$ cat config.mk
export PLATFORM = sky130hd
export DESIGN_NAME = hazard_track
export DESIGN_NICKNAME = d
export VERILOG_FILES = /design/src/rtl/riscv_pkg.sv /design/src/rtl/hazard_track_tag_stage_reg.sv /design/src/rtl/hazard_track.sv
export SDC_FILE = /design/constraint.sdc
export NUM_CORES = 1
export LEC_CHECK = 0
export CAP_MARGIN = 20
export CORE_MARGIN = 2
export CORE_UTILIZATION = 45
export DETAILED_ROUTE_END_ITERATION = 8
export GPL_ROUTABILITY_DRIVEN = 0
export PLACE_DENSITY_LB_ADDON = 0.1
export SYNTH_ARGS = -nofsm -noshare
export SYNTH_HDL_FRONTEND = slang
export SYNTH_HIERARCHICAL = 1
export SYNTH_SLANG_ARGS = --single-unit
export TNS_END_PERCENT = 20
$ cat constraint.sdc
create_clock -name clk -period 1.8 [get_ports clk]
set_input_delay 0.54 -clock clk [delete_from_list [all_inputs] [get_ports clk]]
set_output_delay 0.54 -clock clk [all_outputs]
set_load 0.01 [all_outputs]
$ cat src/rtl/riscv_pkg.sv
// riscv_pkg -- shared pipeline types for the hazard tracking slice.
//   reg_idx_t    : 5-bit architectural register index
//   stage_tag_t  : per-stage tag {valid, rd, rd_valid, mem_read, mem_write}
//   mem_state_t  : data-memory handshake FSM state (IDLE / WAIT)
//   BUBBLE_TAG   : all-zero tag used for bubbles and reset
//   make_tag     : builds a tag, never reporting x0 as a destination
//   sat_inc32    : saturating 32-bit increment for event counters
package riscv_pkg;

  typedef logic [4:0] reg_idx_t;

  typedef struct packed {
    logic     valid;
    reg_idx_t rd;
    logic     rd_valid;
    logic     mem_read;
    logic     mem_write;
  } stage_tag_t;

  typedef enum logic {
    MEM_IDLE = 1'b0,
    MEM_WAIT = 1'b1
  } mem_state_t;

  localparam stage_tag_t BUBBLE_TAG = '{
    valid:     1'b0,
    rd:        5'd0,
    rd_valid:  1'b0,
    mem_read:  1'b0,
    mem_write: 1'b0
  };

  // rd_valid is forced low for x0 so downstream forwarding never matches it.
  function automatic stage_tag_t make_tag(
    input logic     valid,
    input reg_idx_t rd,
    input logic     rd_valid,
    input logic     mem_read,
    input logic     mem_write
  );
    stage_tag_t t;
    t.valid     = valid;
    t.rd        = rd;
    t.rd_valid  = rd_valid & (rd != 5'd0);
    t.mem_read  = mem_read;
    t.mem_write = mem_write;
    return t;
  endfunction

  function automatic logic [31:0] sat_inc32(input logic [31:0] v, input logic en);
    logic [31:0] r;
    if (en && (v != 32'hFFFF_FFFF)) begin
      r = v + 32'd1;
    end else begin
      r = v;
    end
    return r;
  endfunction

endpackage

$ cat src/rtl/hazard_track_tag_stage_reg.sv
// tag_stage_reg -- one pipeline-stage tag register.
//   clk         : clock, rising edge
//   reset       : synchronous active-high reset, loads a bubble
//   hold        : keep the current tag (highest priority after reset)
//   load_bubble : load a bubble instead of d
//   d           : incoming tag
//   q           : registered tag
module tag_stage_reg
  import riscv_pkg::*;
(
  input  logic       clk,
  input  logic       reset,
  input  logic       hold,
  input  logic       load_bubble,
  input  stage_tag_t d,
  output stage_tag_t q
);

  stage_tag_t tag_r;

  // Tag register: reset > hold > bubble > load.
  always_ff @(posedge clk) begin
    if (reset) begin
      tag_r <= BUBBLE_TAG;
    end else if (hold) begin
      tag_r <= tag_r;
    end else if (load_bubble) begin
      tag_r <= BUBBLE_TAG;
    end else begin
      tag_r <= d;
    end
  end

  assign q = tag_r;

endmodule

$ cat src/rtl/hazard_track.sv
// hazard_track -- tracks destination/memory tags through the E, M and W
// stages and generates the data-memory wait freeze.
//   clk, reset            : clock (rising edge), synchronous active-high reset
//   issue_valid_d, rd_d, rd_valid_d, mem_read_d, mem_write_d : decode tag
//   stall_d               : load-use stall, bubbles E and holds fetch/decode
//   flush_e               : taken branch/jump resolved in E, bubbles E
//   dmem_ready            : data memory completes the current access
//   rd_e/m/w, rd_valid_e/m/w : per-stage destination and write flag
//   mem_read_e            : E holds a load
//   dmem_req              : M holds a memory access
//   freeze                : memory wait, holds F, D, E and M
//   en_fd                 : fetch/decode register enable
// Optional build macro HAZARD_TRACK_PERF_EN adds the saturating 32-bit
// counters bubble_cnt (stall cycles) and wait_cnt (freeze cycles).
module hazard_track
  import riscv_pkg::*;
(
  input  logic       clk,
  input  logic       reset,
  input  logic       issue_valid_d,
  input  reg_idx_t   rd_d,
  input  logic       rd_valid_d,
  input  logic       mem_read_d,
  input  logic       mem_write_d,
  input  logic       stall_d,
  input  logic       flush_e,
  input  logic       dmem_ready,
  output logic [4:0] rd_e,
  output logic [4:0] rd_m,
  output logic [4:0] rd_w,
  output logic       rd_valid_e,
  output logic       rd_valid_m,
  output logic       rd_valid_w,
  output logic       mem_read_e,
  output logic       dmem_req,
  output logic       freeze,
  output logic       en_fd
`ifdef HAZARD_TRACK_PERF_EN
  ,
  output logic [31:0] bubble_cnt,
  output logic [31:0] wait_cnt
`endif
);

  stage_tag_t d_tag_s;
  stage_tag_t e_tag_s;
  stage_tag_t m_tag_s;
  stage_tag_t w_tag_s;
  logic       e_bubble_s;
  logic       dmem_req_s;
  logic       freeze_s;
  mem_state_t state_r;
  mem_state_t state_next_s;
  logic       unused_s;

  assign d_tag_s    = make_tag(issue_valid_d, rd_d, rd_valid_d, mem_read_d, mem_write_d);
  // Flush and stall together still yield exactly one bubble; during a
  // freeze the E register holds, so a pending flush waits with the branch.
  assign e_bubble_s = flush_e | stall_d | ~issue_valid_d;
  assign dmem_req_s = m_tag_s.valid & (m_tag_s.mem_read | m_tag_s.mem_write);
  assign freeze_s   = dmem_req_s & ~dmem_ready;

  tag_stage_reg u_stage_e (
    .clk         (clk),
    .reset       (reset),
    .hold        (freeze_s),
    .load_bubble (e_bubble_s),
    .d           (d_tag_s),
    .q           (e_tag_s)
  );

  // flush_e deliberately does not touch the E-to-M move: the branch itself
  // continues down the pipe.
  tag_stage_reg u_stage_m (
    .clk         (clk),
    .reset       (reset),
    .hold        (freeze_s),
    .load_bubble (1'b0),
    .d           (e_tag_s),
    .q           (m_tag_s)
  );

  // W keeps moving during a freeze, draining a bubble each wait cycle.
  tag_stage_reg u_stage_w (
    .clk         (clk),
    .reset       (reset),
    .hold        (1'b0),
    .load_bubble (freeze_s),
    .d           (m_tag_s),
    .q           (w_tag_s)
  );

  // Memory FSM state register.
  always_ff @(posedge clk) begin
    if (reset) begin
      state_r <= MEM_IDLE;
    end else begin
      state_r <= state_next_s;
    end
  end

  // Memory FSM next-state logic; a zero-wait access never leaves IDLE.
  always_comb begin
    state_next_s = state_r;
    case (state_r)
      MEM_IDLE: begin
        if (dmem_req_s && !dmem_ready) begin
          state_next_s = MEM_WAIT;
        end else begin
          state_next_s = MEM_IDLE;
        end
      end
      MEM_WAIT: begin
        if (dmem_ready) begin
          state_next_s = MEM_IDLE;
        end else begin
          state_next_s = MEM_WAIT;
        end
      end
      default: begin
        state_next_s = MEM_IDLE;
      end
    endcase
  end

  assign rd_e       = e_tag_s.rd;
  assign rd_m       = m_tag_s.rd;
  assign rd_w       = w_tag_s.rd;
  assign rd_valid_e = e_tag_s.rd_valid;
  assign rd_valid_m = m_tag_s.rd_valid;
  assign rd_valid_w = w_tag_s.rd_valid;
  assign mem_read_e = e_tag_s.mem_read;
  assign dmem_req   = dmem_req_s;
  assign freeze     = freeze_s;
  assign en_fd      = ~(freeze_s | stall_d);

  // W only needs rd and rd_valid downstream.
  assign unused_s = ^{w_tag_s.valid, w_tag_s.mem_read, w_tag_s.mem_write};

`ifdef HAZARD_TRACK_PERF_EN
  logic [31:0] bubble_cnt_r;
  logic [31:0] wait_cnt_r;

  // Saturating performance counters for stall bubbles and memory waits.
  always_ff @(posedge clk) begin
    if (reset) begin
      bubble_cnt_r <= 32'd0;
      wait_cnt_r   <= 32'd0;
    end else begin
      bubble_cnt_r <= sat_inc32(bubble_cnt_r, stall_d & ~freeze_s);
      wait_cnt_r   <= sat_inc32(wait_cnt_r, freeze_s);
    end
  end

  assign bubble_cnt = bubble_cnt_r;
  assign wait_cnt   = wait_cnt_r;
`endif

endmodule
==> run_summary.xml <==
<?xml version="1.0" encoding="UTF-8"?>
<metrics>
  <group name="run_status">
    <metric name="run_status" unit="">finished, final reports clean</metric>
  </group>
  <group name="place">
    <metric name="dp.final_hpwl" unit="mm">1.43</metric>
    <metric name="port-buffer-count" unit="">35</metric>
    <metric name="area_of_placed_instances" unit="um^2">1390</metric>
  </group>
  <group name="setup_path">
    <metric name="worst_ep_arrival_time" unit="ns">1.22</metric>
    <metric name="wp_buf_inv" unit="">1</metric>
    <metric name="critical_path.reg2reg.endpoint" unit="">u_stage_m/q[7]</metric>
    <metric name="cp_data_required_time" unit="ns">1.26</metric>
    <metric name="critical-path-slowest-cell" unit="">sky130_fd_sc_hd__clkdlybuf4s50_1</metric>
    <metric name="worstReg2RegStart" unit="">u_stage_m/q[0]</metric>
    <metric name="critical_path.startpoint_type" unit="">register</metric>
    <metric name="setup.worst_path.end_class" unit="">output port</metric>
    <metric name="worst_setup_path_endpoint" unit="">rd_e[0]</metric>
    <metric name="max_stage_delay" unit="ns">0.54</metric>
    <metric name="crit_path_cell_trace" unit="">clkdlybuf4s50_1</metric>
    <metric name="cp_top_family" unit="">buffers and inverters</metric>
    <metric name="r2r_cells" unit="">5</metric>
    <metric name="setup.worst_path.start" unit="">u_stage_e/q[3]</metric>
    <metric name="path_max_fanout" unit="">3</metric>
    <metric name="ff2ff_setup_slack" unit="ns">0.25</metric>
    <metric name="path_depth" unit="">1</metric>
    <metric name="timing.setup.critical_path_class" unit="">reg -&gt; out</metric>
  </group>
  <group name="global_routing">
    <metric name="antenna_found_initial" unit="">0</metric>
    <metric name="use_met1" unit="">0.208</metric>
    <metric name="globalRouteMet3Util" unit="">0.0345</metric>
    <metric name="overflow" unit="">0</metric>
    <metric name="grt.met2_usage" unit="">0.288</metric>
    <metric name="grt_busiest_layer" unit="">met2</metric>
    <metric name="number_of_global_route_vias_before_repair" unit="">804</metric>
    <metric name="grt_start_max_net_pins" unit="">46</metric>
    <metric name="global_route_wire_length_before_repair" unit="mm">3.42</metric>
    <metric name="grt_usage" unit="">0.173</metric>
  </group>
  <group name="floorplanning">
    <metric name="core-area" unit="um^2">2170</metric>
    <metric name="floorplan.die.height" unit="um">51.6</metric>
    <metric name="io-pin-count" unit="">36</metric>
    <metric name="num_rows" unit="">17</metric>
    <metric name="die_footprint" unit="um^2">2670</metric>
    <metric name="initial_core_util" unit="">0.471</metric>
    <metric name="dieWidth" unit="um">51.6</metric>
  </group>
  <group name="cts">
    <metric name="clock_sinks" unit="">24</metric>
    <metric name="worst_setup_hold_path_clk_slew" unit="ns">0.13</metric>
    <metric name="clock_latency" unit="ns">0.30</metric>
    <metric name="tritoncts" unit="">done</metric>
    <metric name="cts_hold_buf" unit="">0</metric>
    <metric name="max-clock-path-buffers" unit="">2</metric>
    <metric name="cts_root_buffer" unit="">sky130_fd_sc_hd__clkbuf_4</metric>
    <metric name="htree_num_levels" unit="">1</metric>
    <metric name="cts_made_buffers" unit="">3</metric>
    <metric name="postCtsSetupRepairBufs" unit="">0</metric>
  </group>
  <group name="finish">
    <metric name="antenna_cells_inserted" unit="">0</metric>
    <metric name="final_core_util" unit="">0.662</metric>
    <metric name="areaGrowthSynthToFinish" unit="%">40.7</metric>
    <metric name="post_route_cells_drive_above_1_share" unit="">0.145</metric>
    <metric name="num-nets-final" unit="">167</metric>
    <metric name="seqCellArea" unit="um^2">489</metric>
    <metric name="stdcell_area" unit="um^2">1440</metric>
    <metric name="fill_cells" unit="">194</metric>
    <metric name="multi_input_area" unit="um^2">490</metric>
  </group>
  <group name="detailed_routing">
    <metric name="avgViaCountPerCell" unit="">4.89</metric>
    <metric name="via_count" unit="">881</metric>
    <metric name="route.antenna.remaining_nets" unit="">0</metric>
    <metric name="dr.first_iter.drc_count" unit="">10</metric>
    <metric name="detailedRoute.firstPassIterationCount" unit="">4</metric>
    <metric name="route.detailed.drc" unit="">0</metric>
    <metric name="post_drt_wl_per_cell" unit="um">11.5</metric>
    <metric name="drt_wl_total" unit="mm">2.06</metric>
  </group>
  <group name="power">
    <metric name="p_per_area" unit="nW/um^2">629</metric>
    <metric name="total_power" unit="W">0.000904</metric>
    <metric name="power.ir.vdd_worst" unit="mV">0.458</metric>
    <metric name="power.static_leakage" unit="nW">0.555</metric>
  </group>
  <group name="sta">
    <metric name="slew_viol_final" unit="">0</metric>
    <metric name="setup_tns" unit="ns">0</metric>
    <metric name="worst_clock_skew" unit="ns">0.00728</metric>
    <metric name="fin_hold_ws" unit="ns">0.488</metric>
    <metric name="rsz0062_at_grt" unit="">no</metric>
    <metric name="final-setup-viol-count" unit="">0</metric>
    <metric name="hold_viol" unit="">0</metric>
    <metric name="maxClockFrequency" unit="MHz">569</metric>
    <metric name="period_share" unit="">0.976</metric>
    <metric name="final.min_clock_period" unit="ns">1.76</metric>
  </group>
  <group name="logic_synthesis">
    <metric name="ys.warnings.count" unit="">6</metric>
    <metric name="syn_area" unit="um^2">1020</metric>
    <metric name="syn_area_per_cell" unit="um^2">8.73</metric>
    <metric name="synth_cells" unit="">117</metric>
  </group>
  <group name="job">
    <metric name="max_cap_violations" unit="">0</metric>
  </group>
  <group name="min_path">
    <metric name="hold_class" unit="">reg -&gt; reg</metric>
  </group>
</metrics>
-- flip-flops by register name (all words and copies together) (netlist names) --
register / cells
u_stage_e/q: 9
u_stage_m/q: 9
u_stage_w/q: 6
-- stage by stage --
step | instances | setup WS, ns
6_report | 180 | 0.0438
4_1_cts | 180 | 0.00410
3_3_place_gp | 176 | -0.433
5_1_grt | 180 | 0.00383
3_5_place_dp | 176 | -0.421
2_1_floorplan | 120 | 0.291
-- cell usage in the layout (no fill, tap or decap) --
master	instances
sky130_fd_sc_hd__conb_1	4
sky130_fd_sc_hd__or2_1	3
sky130_fd_sc_hd__nor2_1	1
sky130_fd_sc_hd__inv_1	1
sky130_fd_sc_hd__a21oi_2	3
sky130_fd_sc_hd__or3b_4	3
sky130_fd_sc_hd__a21oi_1	1
sky130_fd_sc_hd__or4_1	1
sky130_fd_sc_hd__and2_4	1
sky130_fd_sc_hd__o21a_1	2
sky130_fd_sc_hd__nand2_1	25
sky130_fd_sc_hd__dfxtp_1	17
sky130_fd_sc_hd__clkdlybuf4s50_1	27
sky130_fd_sc_hd__buf_4	1
sky130_fd_sc_hd__nand2b_1	21
sky130_fd_sc_hd__clkbuf_4	3
sky130_fd_sc_hd__buf_6	1
sky130_fd_sc_hd__buf_12	1
sky130_fd_sc_hd__dlygate4sd2_1	2
sky130_fd_sc_hd__dfxtp_2	7
sky130_fd_sc_hd__dlymetal6s2s_1	4
sky130_fd_sc_hd__o22ai_1	21
sky130_fd_sc_hd__clkbuf_8	1
sky130_fd_sc_hd__buf_2	1
-- what timing repair did --
| item | in CTS | in global routing |
|---|---|---|
| gates resized for setup | 14 | 9 |
| setup endpoints to repair | 5 | 9 |
| gates cloned | 0 | 0 |
-- per-layer routing --
metal / up-vias / wire (um) / part of all wire
met5: - / 0 / 0
met4: 0 / 25 / 0.012
met3: 2 / 132 / 0.064
met2: 28 / 981 / 0.48
met1: 386 / 926 / 0.45
li1: 465 / - / -
-- final cells by class --
cell class / count / area share
multi-input combinational: 86 / 0.341
sequential: 24 / 0.341
timing repair buffer: 37 / 0.266
clock buffer: 4 / 0.0253
tap: 28 / 0.0244
inverter: 1 / 0.00261
-- how the worst min path moves through the flow --
stage          slack [ns]        endpoint            from  cells past startpoint
6_report             0.49  u_stage_e/q[8]  u_stage_e/q[8]                      2
5_1_grt              0.50  u_stage_e/q[8]  u_stage_e/q[8]                      2
4_1_cts              0.49  u_stage_e/q[8]  u_stage_e/q[8]                      2
3_5_place_dp         0.47  u_stage_e/q[8]  u_stage_e/q[8]                      2
3_3_place_gp         0.46  u_stage_e/q[0]  u_stage_e/q[0]                      2
2_1_floorplan        0.45  u_stage_m/q[0]  u_stage_m/q[0]                      2
-- where the power goes --
part           switching, W   total, W  leakage [nW]  internal (W)
Combinational     0.0000377  0.0000905         0.337     0.0000529
Clock              0.000150   0.000274        0.0210      0.000123
Sequential       0.00000339   0.000540         0.197      0.000536
Total              0.000191   0.000904         0.555      0.000712
No activity file was read; power rests on OpenSTA's default activity.
